## config.mk

```make
export PLATFORM = sky130hd
export DESIGN_NAME = motor_bi_decoder
export DESIGN_NICKNAME = d
export VERILOG_FILES = /design/src/rtl/motor_bi_decoder.sv
export SDC_FILE = /design/constraint.sdc
export NUM_CORES = 1
export LEC_CHECK = 0
export BUFFER_PORTS_ARGS = -buffer_cell sky130_fd_sc_hd__buf_2
export CAP_MARGIN = 30
export CORE_MARGIN = 2
export CORE_UTILIZATION = 30
export CTS_BUF_LIST = sky130_fd_sc_hd__clkbuf_8
export CTS_CLUSTER_SIZE = 30
export DETAILED_ROUTE_END_ITERATION = 16
export GPL_ROUTABILITY_DRIVEN = 0
export PLACE_DENSITY = 0.55
export SLEW_MARGIN = 20
export SYNTH_ARGS = -nofsm -noshare
export SYNTH_HDL_FRONTEND = slang
export SYNTH_SLANG_ARGS = --single-unit
```

## constraint.sdc

```tcl
create_clock -name clk -period 5.6 [get_ports clk]
set_clock_uncertainty 0.15 [all_clocks]
set_input_delay 0.56 -clock clk [delete_from_list [all_inputs] [get_ports clk]]
set_output_delay 0.56 -clock clk [all_outputs]
set_load 0.05 [all_outputs]
```

## src/rtl/motor_bi_decoder.sv

```systemverilog
// Bipolar stepper coil-pattern decoder: recovers position, direction, signed step
// count and step period from the 4-bit drive pattern, and flags illegal patterns and skips.
module motor_bi_decoder #(
    parameter int unsigned FILT_CYCLES  = 4,
    parameter logic [23:0] STALL_CYCLES = 24'd5_000_000,
    parameter int unsigned CNT_W        = 16
) (
    input  logic             clk,
    input  logic             rst_n,
    input  logic [3:0]       coil_in,
    input  logic             clr,
    output logic [1:0]       pos_idx,
    output logic             dir,
    output logic             step_stb,
    output logic [CNT_W-1:0] step_count,
    output logic [23:0]      period,
    output logic             period_vld,
    output logic             stalled,
    output logic             fault,
    output logic [1:0]       err_code
);

    typedef enum logic [1:0] {
        ST_ACQUIRE = 2'd0,
        ST_TRACK   = 2'd1,
        ST_FAULT   = 2'd2
    } state_t;

    localparam logic [1:0]       ERR_NONE    = 2'b00;
    localparam logic [1:0]       ERR_INVALID = 2'b01;
    localparam logic [1:0]       ERR_SKIP    = 2'b10;
    localparam logic [7:0]       FILT_MAX    = 8'(FILT_CYCLES);
    localparam logic [23:0]      TIMER_MAX   = 24'hFF_FFFF;
    localparam logic [CNT_W-1:0] CNT_ONE     = CNT_W'(1);

    // Returns {legal, index} for a coil pattern.
    function automatic logic [2:0] decode_pat(input logic [3:0] p);
        case (p)
            4'b0110: decode_pat = 3'b1_00;
            4'b0101: decode_pat = 3'b1_01;
            4'b1001: decode_pat = 3'b1_10;
            4'b1010: decode_pat = 3'b1_11;
            default: decode_pat = 3'b0_00;
        endcase
    endfunction

    // ------------------------------------------------------------------
    // Synchroniser and glitch filter
    // ------------------------------------------------------------------
    logic [3:0] sync1_q, sync2_q;
    logic [3:0] cand_q, last_q;
    logic [7:0] cnt_q;
    logic       reach;
    logic       accept;
    logic       new_evt;
    logic       pat_legal;
    logic [1:0] pat_idx;

    // NOTE: non-blocking assignments keep the two flops a real two-stage shift;
    // blocking ones here would collapse the synchroniser into a single flop.
    always_ff @(posedge clk or negedge rst_n) begin
        if (!rst_n) begin
            sync1_q <= 4'b0000;
            sync2_q <= 4'b0000;
        end else begin
            sync1_q <= coil_in;
            sync2_q <= sync1_q;
        end
    end

    // The candidate always becomes sync2_q next cycle, so the accepted pattern is sync2_q.
    always_comb begin
        reach = 1'b0;
        if (sync2_q != cand_q)
            reach = (FILT_MAX == 8'd1);
        else
            reach = (cnt_q != FILT_MAX) && ((cnt_q + 8'd1) == FILT_MAX);
    end

    assign accept  = reach && (sync2_q != last_q);
    assign new_evt = accept && (sync2_q != 4'b0000);
    assign {pat_legal, pat_idx} = decode_pat(sync2_q);

    always_ff @(posedge clk or negedge rst_n) begin
        if (!rst_n) begin
            cand_q <= 4'b0000;
            cnt_q  <= 8'd0;
            last_q <= 4'b0000;
        end else begin
            if (sync2_q != cand_q) begin
                cand_q <= sync2_q;
                cnt_q  <= 8'd1;
            end else if (cnt_q != FILT_MAX) begin
                cnt_q  <= cnt_q + 8'd1;
            end
            // De-energised 0000 never replaces the reference pattern.
            if (new_evt)
                last_q <= sync2_q;
        end
    end

    // ------------------------------------------------------------------
    // Decode state machine
    // ------------------------------------------------------------------
    state_t           state_q, state_d;
    logic [1:0]       pos_d;
    logic             dir_d;
    logic [CNT_W-1:0] count_d;
    logic [1:0]       err_d;
    logic             stb_d;
    logic             acquire;
    logic [1:0]       delta;

    assign delta = pat_idx - pos_idx;

    always_ff @(posedge clk or negedge rst_n) begin
        if (!rst_n)
            state_q <= ST_ACQUIRE;
        else
            state_q <= state_d;
    end

    // NOTE: every variable gets a default first so no path leaves it unassigned,
    // which is what keeps this block from inferring latches.
    always_comb begin
        state_d = state_q;
        pos_d   = pos_idx;
        dir_d   = dir;
        count_d = step_count;
        err_d   = err_code;
        stb_d   = 1'b0;
        acquire = 1'b0;
        if (clr) begin
            state_d = ST_ACQUIRE;
            count_d = '0;
            err_d   = ERR_NONE;
        end else if (new_evt) begin
            case (state_q)
                ST_ACQUIRE: begin
                    if (pat_legal) begin
                        pos_d   = pat_idx;
                        state_d = ST_TRACK;
                        acquire = 1'b1;
                    end else begin
                        state_d = ST_FAULT;
                        err_d   = ERR_INVALID;
                    end
                end
                ST_TRACK: begin
                    if (!pat_legal) begin
                        state_d = ST_FAULT;
                        err_d   = ERR_INVALID;
                    end else begin
                        pos_d = pat_idx;
                        case (delta)
                            2'd1: begin
                                dir_d   = 1'b1;
                                count_d = step_count + CNT_ONE;
                                stb_d   = 1'b1;
                            end
                            2'd3: begin
                                dir_d   = 1'b0;
                                count_d = step_count - CNT_ONE;
                                stb_d   = 1'b1;
                            end
                            2'd2: begin
                                state_d = ST_FAULT;
                                err_d   = ERR_SKIP;
                            end
                            default: ;
                        endcase
                    end
                end
                ST_FAULT: begin
                    // Position keeps following the drive; the first error code sticks.
                    if (pat_legal)
                        pos_d = pat_idx;
                end
                default: state_d = ST_ACQUIRE;
            endcase
        end
    end

    // ------------------------------------------------------------------
    // Period timer and stall detection
    // ------------------------------------------------------------------
    logic [23:0] timer_q, timer_d;
    logic [23:0] period_d;
    logic        pvld_d;
    logic        stall_d;

    always_comb begin
        timer_d  = timer_q;
        period_d = period;
        pvld_d   = 1'b0;
        stall_d  = stalled;
        if (clr) begin
            timer_d  = 24'd0;
            period_d = 24'd0;
            stall_d  = 1'b0;
        end else if (stb_d) begin
            period_d = timer_q;
            timer_d  = 24'd1;
            pvld_d   = 1'b1;
            stall_d  = 1'b0;
        end else if (acquire) begin
            timer_d = 24'd0;
        end else if (state_q == ST_TRACK) begin
            if (timer_q != TIMER_MAX)
                timer_d = timer_q + 24'd1;
            if (timer_q >= STALL_CYCLES)
                stall_d = 1'b1;
        end
    end

    // ------------------------------------------------------------------
    // Output and datapath registers
    // ------------------------------------------------------------------
    always_ff @(posedge clk or negedge rst_n) begin
        if (!rst_n) begin
            pos_idx    <= 2'd0;
            dir        <= 1'b0;
            step_stb   <= 1'b0;
            step_count <= '0;
            period     <= 24'd0;
            period_vld <= 1'b0;
            stalled    <= 1'b0;
            fault      <= 1'b0;
            err_code   <= ERR_NONE;
            timer_q    <= 24'd0;
        end else begin
            pos_idx    <= pos_d;
            dir        <= dir_d;
            step_stb   <= stb_d;
            step_count <= count_d;
            period     <= period_d;
            period_vld <= pvld_d;
            stalled    <= stall_d;
            fault      <= (state_d == ST_FAULT);
            err_code   <= err_d;
            timer_q    <= timer_d;
        end
    end

endmodule

```

After elaboration in Yosys (flattened, before gate mapping)
Index checks and enable logic that the tools add are counted.
{"block": "totals", "n_memories": 0, "output_inout_bits": 49, "wordCells": 111, "ramBits": 0, "romBits": 0, "latch_bits": 0, "reg_bits": 99, "inputBits": 7}
{"block": "classes", "n_eq_ne": 18, "n_lt_le_gt_ge": 1, "mul": 0, "n_bitwise": 1, "mux": 45, "n_reduce_logical": 25, "n_addsub": 5, "n_div": 0, "shift": 0}
{"op": "24-bit 2-to-1 mux", "n": 7}
{"op": "16-bit 2-to-1 mux", "n": 4}
{"op": "16-bit case mux with 2 select lines", "n": 1}
{"op": "24-bit by 1-bit adder with 24-bit output (second input constant)", "n": 1}
{"op": "24-bit by 23-bit greater-or-equal comparator with 1-bit output (second input constant)", "n": 1}
{"op": "24-bit inequality test (second input constant)", "n": 1}
{"op": "2-bit 2-to-1 mux", "n": 10}
{"op": "1-bit 2-to-1 mux", "n": 17}
{"op": "16-bit by 1-bit adder with 16-bit output (second input constant)", "n": 1}
{"op": "8-bit 2-to-1 mux", "n": 2}
{"op": "16-bit by 1-bit subtractor with 16-bit output (second input constant)", "n": 1}
{"op": "3-bit case mux with 4 select lines", "n": 1}
{"op": "4-bit AND reduction", "n": 3}
{"op": "2-bit nonzero test", "n": 6}
{"op": "3-bit nonzero test", "n": 4}
{"op": "4-bit nonzero test", "n": 3}
{"op": "8-bit by 1-bit adder with 8-bit output (second input constant)", "n": 1}
{"op": "2-bit == test (second input constant)", "n": 4}
{"op": "4-bit by 3-bit == test with 1-bit output (second input constant)", "n": 2}
{"op": "4-bit == test (second input constant)", "n": 2}
{"op": "8-bit by 3-bit == test with 1-bit output (second input constant)", "n": 1}
{"op": "4-bit inequality test", "n": 2}
{"op": "8-bit by 3-bit inequality test with 1-bit output (second input constant)", "n": 1}
{"op": "3-bit inequality test (second input constant)", "n": 2}
{"op": "other kinds (14)", "n": 17}

Longest topological paths before layout
{"block": "depth", "word_depth": 12, "depth_mapped": 19}

Worst setup path after synthesis
No wires, ideal clock.
{"block": "synth_path", "kind": "reg2reg", "from": "register sync2_q[0]", "to": "register step_count[15]", "setup_ps": 128, "path_buffers": 2, "path_stages_with_launch": 19, "t_arrival_ps": 4136, "period_less_slack_ps": 4414, "slack_ps": 1186, "cell_sequence": "dfrtp_1 buf_6 nor2_1 and3_1 a31oi_1 ha_1 clkbuf_1 nor4_4 nor2_2 inv_4 ha_1 a21o_1 or4_1 o31ai_2 a2111o_1 a31oi_2 a31o_1 mux2i_1 mux2_1"}
{"block": "synth_between", "elab_chain_len": 9, "elab_cells_between_ends": 23}
{"item": "from (decl)", "line": "50", "source": "logic [3:0] sync1_q, sync2_q;"}
{"item": "from (signal assigned)", "line": "67", "source": "sync2_q <= sync1_q;"}
{"item": "4-bit == test / 4-bit by 3-bit == test with 1-bit output (equally long branches)", "line": "38", "source": "case (p)"}
{"item": "3-bit case mux with 4 select lines", "line": "38"}
{"item": "2-bit subtractor", "line": "114", "source": "assign delta = pat_idx - pos_idx;"}
{"item": "2-bit == test / 2-bit by 1-bit == test with 1-bit output (equally long branches)", "line": "155", "source": "case (delta)"}
{"item": "16-bit case mux with 2 select lines", "line": "155"}
{"item": "16-bit 2-to-1 mux", "line": "150", "source": "if (!pat_legal) begin"}
{"item": "16-bit 2-to-1 mux", "line": "138", "source": "case (state_q)"}
{"item": "16-bit 2-to-1 mux", "line": "137", "source": "end else if (new_evt) begin"}
{"item": "16-bit 2-to-1 mux", "line": "133", "source": "if (clr) begin"}
{"item": "to (signal assigned)", "line": "235", "source": "step_count <= count_d;"}
{"item": "to (decl)", "line": "15", "source": "output logic [CNT_W-1:0] step_count,"}
Parallel ways exist; a longest one is shown, timed or not. The select of a mux whose other input is x is not followed.
A chain may end at the register's enable or synchronous reset.

Worst setup path after layout
Same ends and word-level chain as after synthesis.

==> flow_summary.toml <==
[run_status]
status = "finished, final reports clean"

[power]
leakage_uw = 0.00265
vdd_drop_max_uv = 123
powerDensity_nw_per_um2 = 222
total_power_uw = 1320

[drt]
antenna_left = 0
drt-initial-drc-count = 276
drt_wl_total_mm = 11.9
viasPerCell = 4.99
num_vias = 4163
drc = 0
wl_per_cell_um = 14.3
drt_pass1_iterations = 4

[sta]
fin_tns_setup_ns = 0
tightest_slew_ns = 0.757
fin_hold_ws_ns = 0.0586
fin_crit_sh = 0.875
max_freq_ghz = 0.204
drv_slew = 0
rsz0062_at_grt = "no"
finalSetupViolCount = 0
hold_viol = 0
relSlewSlack = 0.495
finalCriticalPeriod_ns = 4.90

[clock_tree]
post_cts_buffers = 0
cts_hold_buf = 0
cts_buffers = 9
cts.path.max_buffers = 2
cts-htree-levels = 3
postCtsResizedCells = 0
clk_latency_ns = 0.38
cts_sinks = 98
clk_pin_slew_worst_paths_ns = 0.10
cts_tree = "yes"
clockRootBuffer = "clkbuf_8"

[logic_synthesis]
synth_top_family_by_area = "simple AND/OR/NAND/NOR gates"
yosysWarnings = 0
synth_area_um2 = 5310
async_flop_share = 1.00
synth_adder_area_share = 0.0401
seq_area_frac_synth = 0.462
synth_top_cell_area_share = 0.462
synth_compound_area_frac = 0.130
synth_edf_count = 0
yosysTopAreaCell = "dfrtp_1"
synth_simple_gate_area_frac = 0.210
synthTopCellsByArea = "dfrtp_1, nand2_1, nor2_1"
synth_nets = 587
synth-main-ff-cell = "dfrtp_1"
netlist_instances = 563
yosys.area_share.xor_xnor = 0.0958
syn_avg_cell_area_um2 = 9.42
synth_cell_types = 62
synth.mux.area_fraction = 0.0262
ys_ff_latch = 98

[global_route]
grt_antenna_before_repair = 0
grt_use_total = 0.133
gr-total-overflow = 0
grt_pass1_vias = 3965
grt_max_degree = 54
grt_pass1_wl_mm = 19.9

[floorplan]
io_pins = 56
design.die.area_um2 = 18800
start_util = 0.307
rows = 48
die_height_um = 137
die_w_um = 137
core_area_um2 = 17300

[critical_path]
cp-end-kind = "register"
required_ns = 5.71
crit_path_cell_trace = "nor2_1 -> and3_1 -> a31oi_1 -> ha_1 -> xnor2_1 -> a211oi_2 -> nor2_2 -> inv_4 -> ha_1 -> a21o_1 -> or4_1 -> o31ai_2 -> a2111o_1 -> a31oi_2 -> a31o_1 -> mux2i_1 -> mux2_1"
crit_fanout = 18
path_common_cell = "ha_1"
cp-start-kind = "register"
cp_slowest_cell = "dfrtp_1"
cp_slowest_stage_delay_ns = 0.58
path_class = "reg -> reg"
crit_arrival_ns = 5.01
crit_buf_inv = 1
cp_top_family = "compound AO/OA/AOI/OAI gates"

[placed_design]
port_buffers = 55
place_hpwl_mm = 8.47
placedCellCount = 819

[finish]
layout.nets = 630
post-route-util = 0.345
fin_cells = 835
drive_above_1_share = 0.162
area_growth_syn_to_layout_pct = 12.6
diodes = 0

[run]
maxCapViolCount = 0

[min_path]
worstHoldPathType = "in -> async"
==> sequential cells by signal (all words and copies together), names as in the netlist, 4 cells and up <==
register,count
cand_q,4
sync2_q,4
cnt_q,8
period,24
last_q,4
sync1_q,4
timer_q,24
step_count,16
==> synthesized netlist by cell type (9+ instances only) <==
| master | number |
|---|---|
| dfrtp_1 | 98 |
| xnor2_1 | 23 |
| nand3_1 | 14 |
| ha_1 | 17 |
| a211oi_1 | 13 |
| nand2_1 | 89 |
| nor3_1 | 18 |
| clkbuf_1 | 17 |
| a21oi_1 | 48 |
| inv_1 | 9 |
| nor2_1 | 66 |
| xor2_1 | 22 |
| and3_1 | 9 |
| o21ai_0 | 12 |
==> cell families after synthesis <==
group / count (synthesis)
AO/OA/AOI/OAI: 107
XOR/XNOR: 52
flip-flops: 98
buffers and inverters: 38
multiplexers: 13
AND/OR/NAND/NOR: 238
adder cells (fa/ha/maj): 17
==> where the power goes <==
part	switching (uW)	leakage [uW]	internal, uW
logic	67.0	0.00120	35.6
registers	9.82	0.00133	716
clock network	248	0.000111	248
==> cells in the final DEF, fill, tap and decap left out, drive strengths merged, types with 2 or more instances in the layout <==
master   instances
dfrtp           98
nand2           89
nor2            67
buf             60
a21oi           48
xnor2           28
xor2            24
nor3            18
ha              17
nand3           14
a211oi          14
o21ai           13
inv             12
and3             9
clkbuf           9
mux2             7
nor4             7
mux2i            6
nand4            6
or4              6
a31oi            5
o21a             4
a21o             4
nor2b            4
o211ai           3
nand3b           3
or3              3
nand2b           3
a2111o           3
and4             3
and2             2
bufinv           2
clkinv           2
o31ai            2
a2111oi          2
or2              2
==> layout make-up <==
type / instances / area, um2
clock buffers: 9 / 124
flip-flops and latches: 98 / 2450
fillers: 1813 / 11300
inverters: 10 / 40.0
repair buffers: 60 / 325
clock inverters: 6 / 82.6
well taps: 225 / 282
multi-input cells: 427 / 2670
==> worst paths after layout <==
check                            from        endpoint  slack [ns]  cells after the start
max                        sync2_q[0]  step_count[15]        0.70                     17
min                             rst_n   step_count[0]        0.06                      1
max reg2reg                sync2_q[0]  step_count[15]        0.70                     17
min reg2reg                sync1_q[3]      sync2_q[3]        0.21                      0
max in group asynchronous       rst_n       period[7]        4.17                      2
min in group clk           coil_in[2]      sync1_q[2]        0.14                      1
==> stage by stage <==
stage          instance area [um2]  setup slack [ns]
2_1_floorplan                 5310              1.19
3_3_place_gp                  5740             0.853
3_5_place_dp                  5750             0.710
4_1_cts                       5960             0.681
5_1_grt                       5980             0.313
6_report                      5980             0.701
==> layer usage <==
layer / wire length, um / up-vias / global-route usage / share of wire
met5: 0 / - / 0 / 0
met4: 166 / 0 / 0.0447 / 0.014
met3: 496 / 13 / 0.0311 / 0.042
met2: 5350 / 85 / 0.201 / 0.45
met1: 5920 / 2030 / 0.187 / 0.50
li1: - / 2035 / - / -
(Power assumes the default switching activity.)
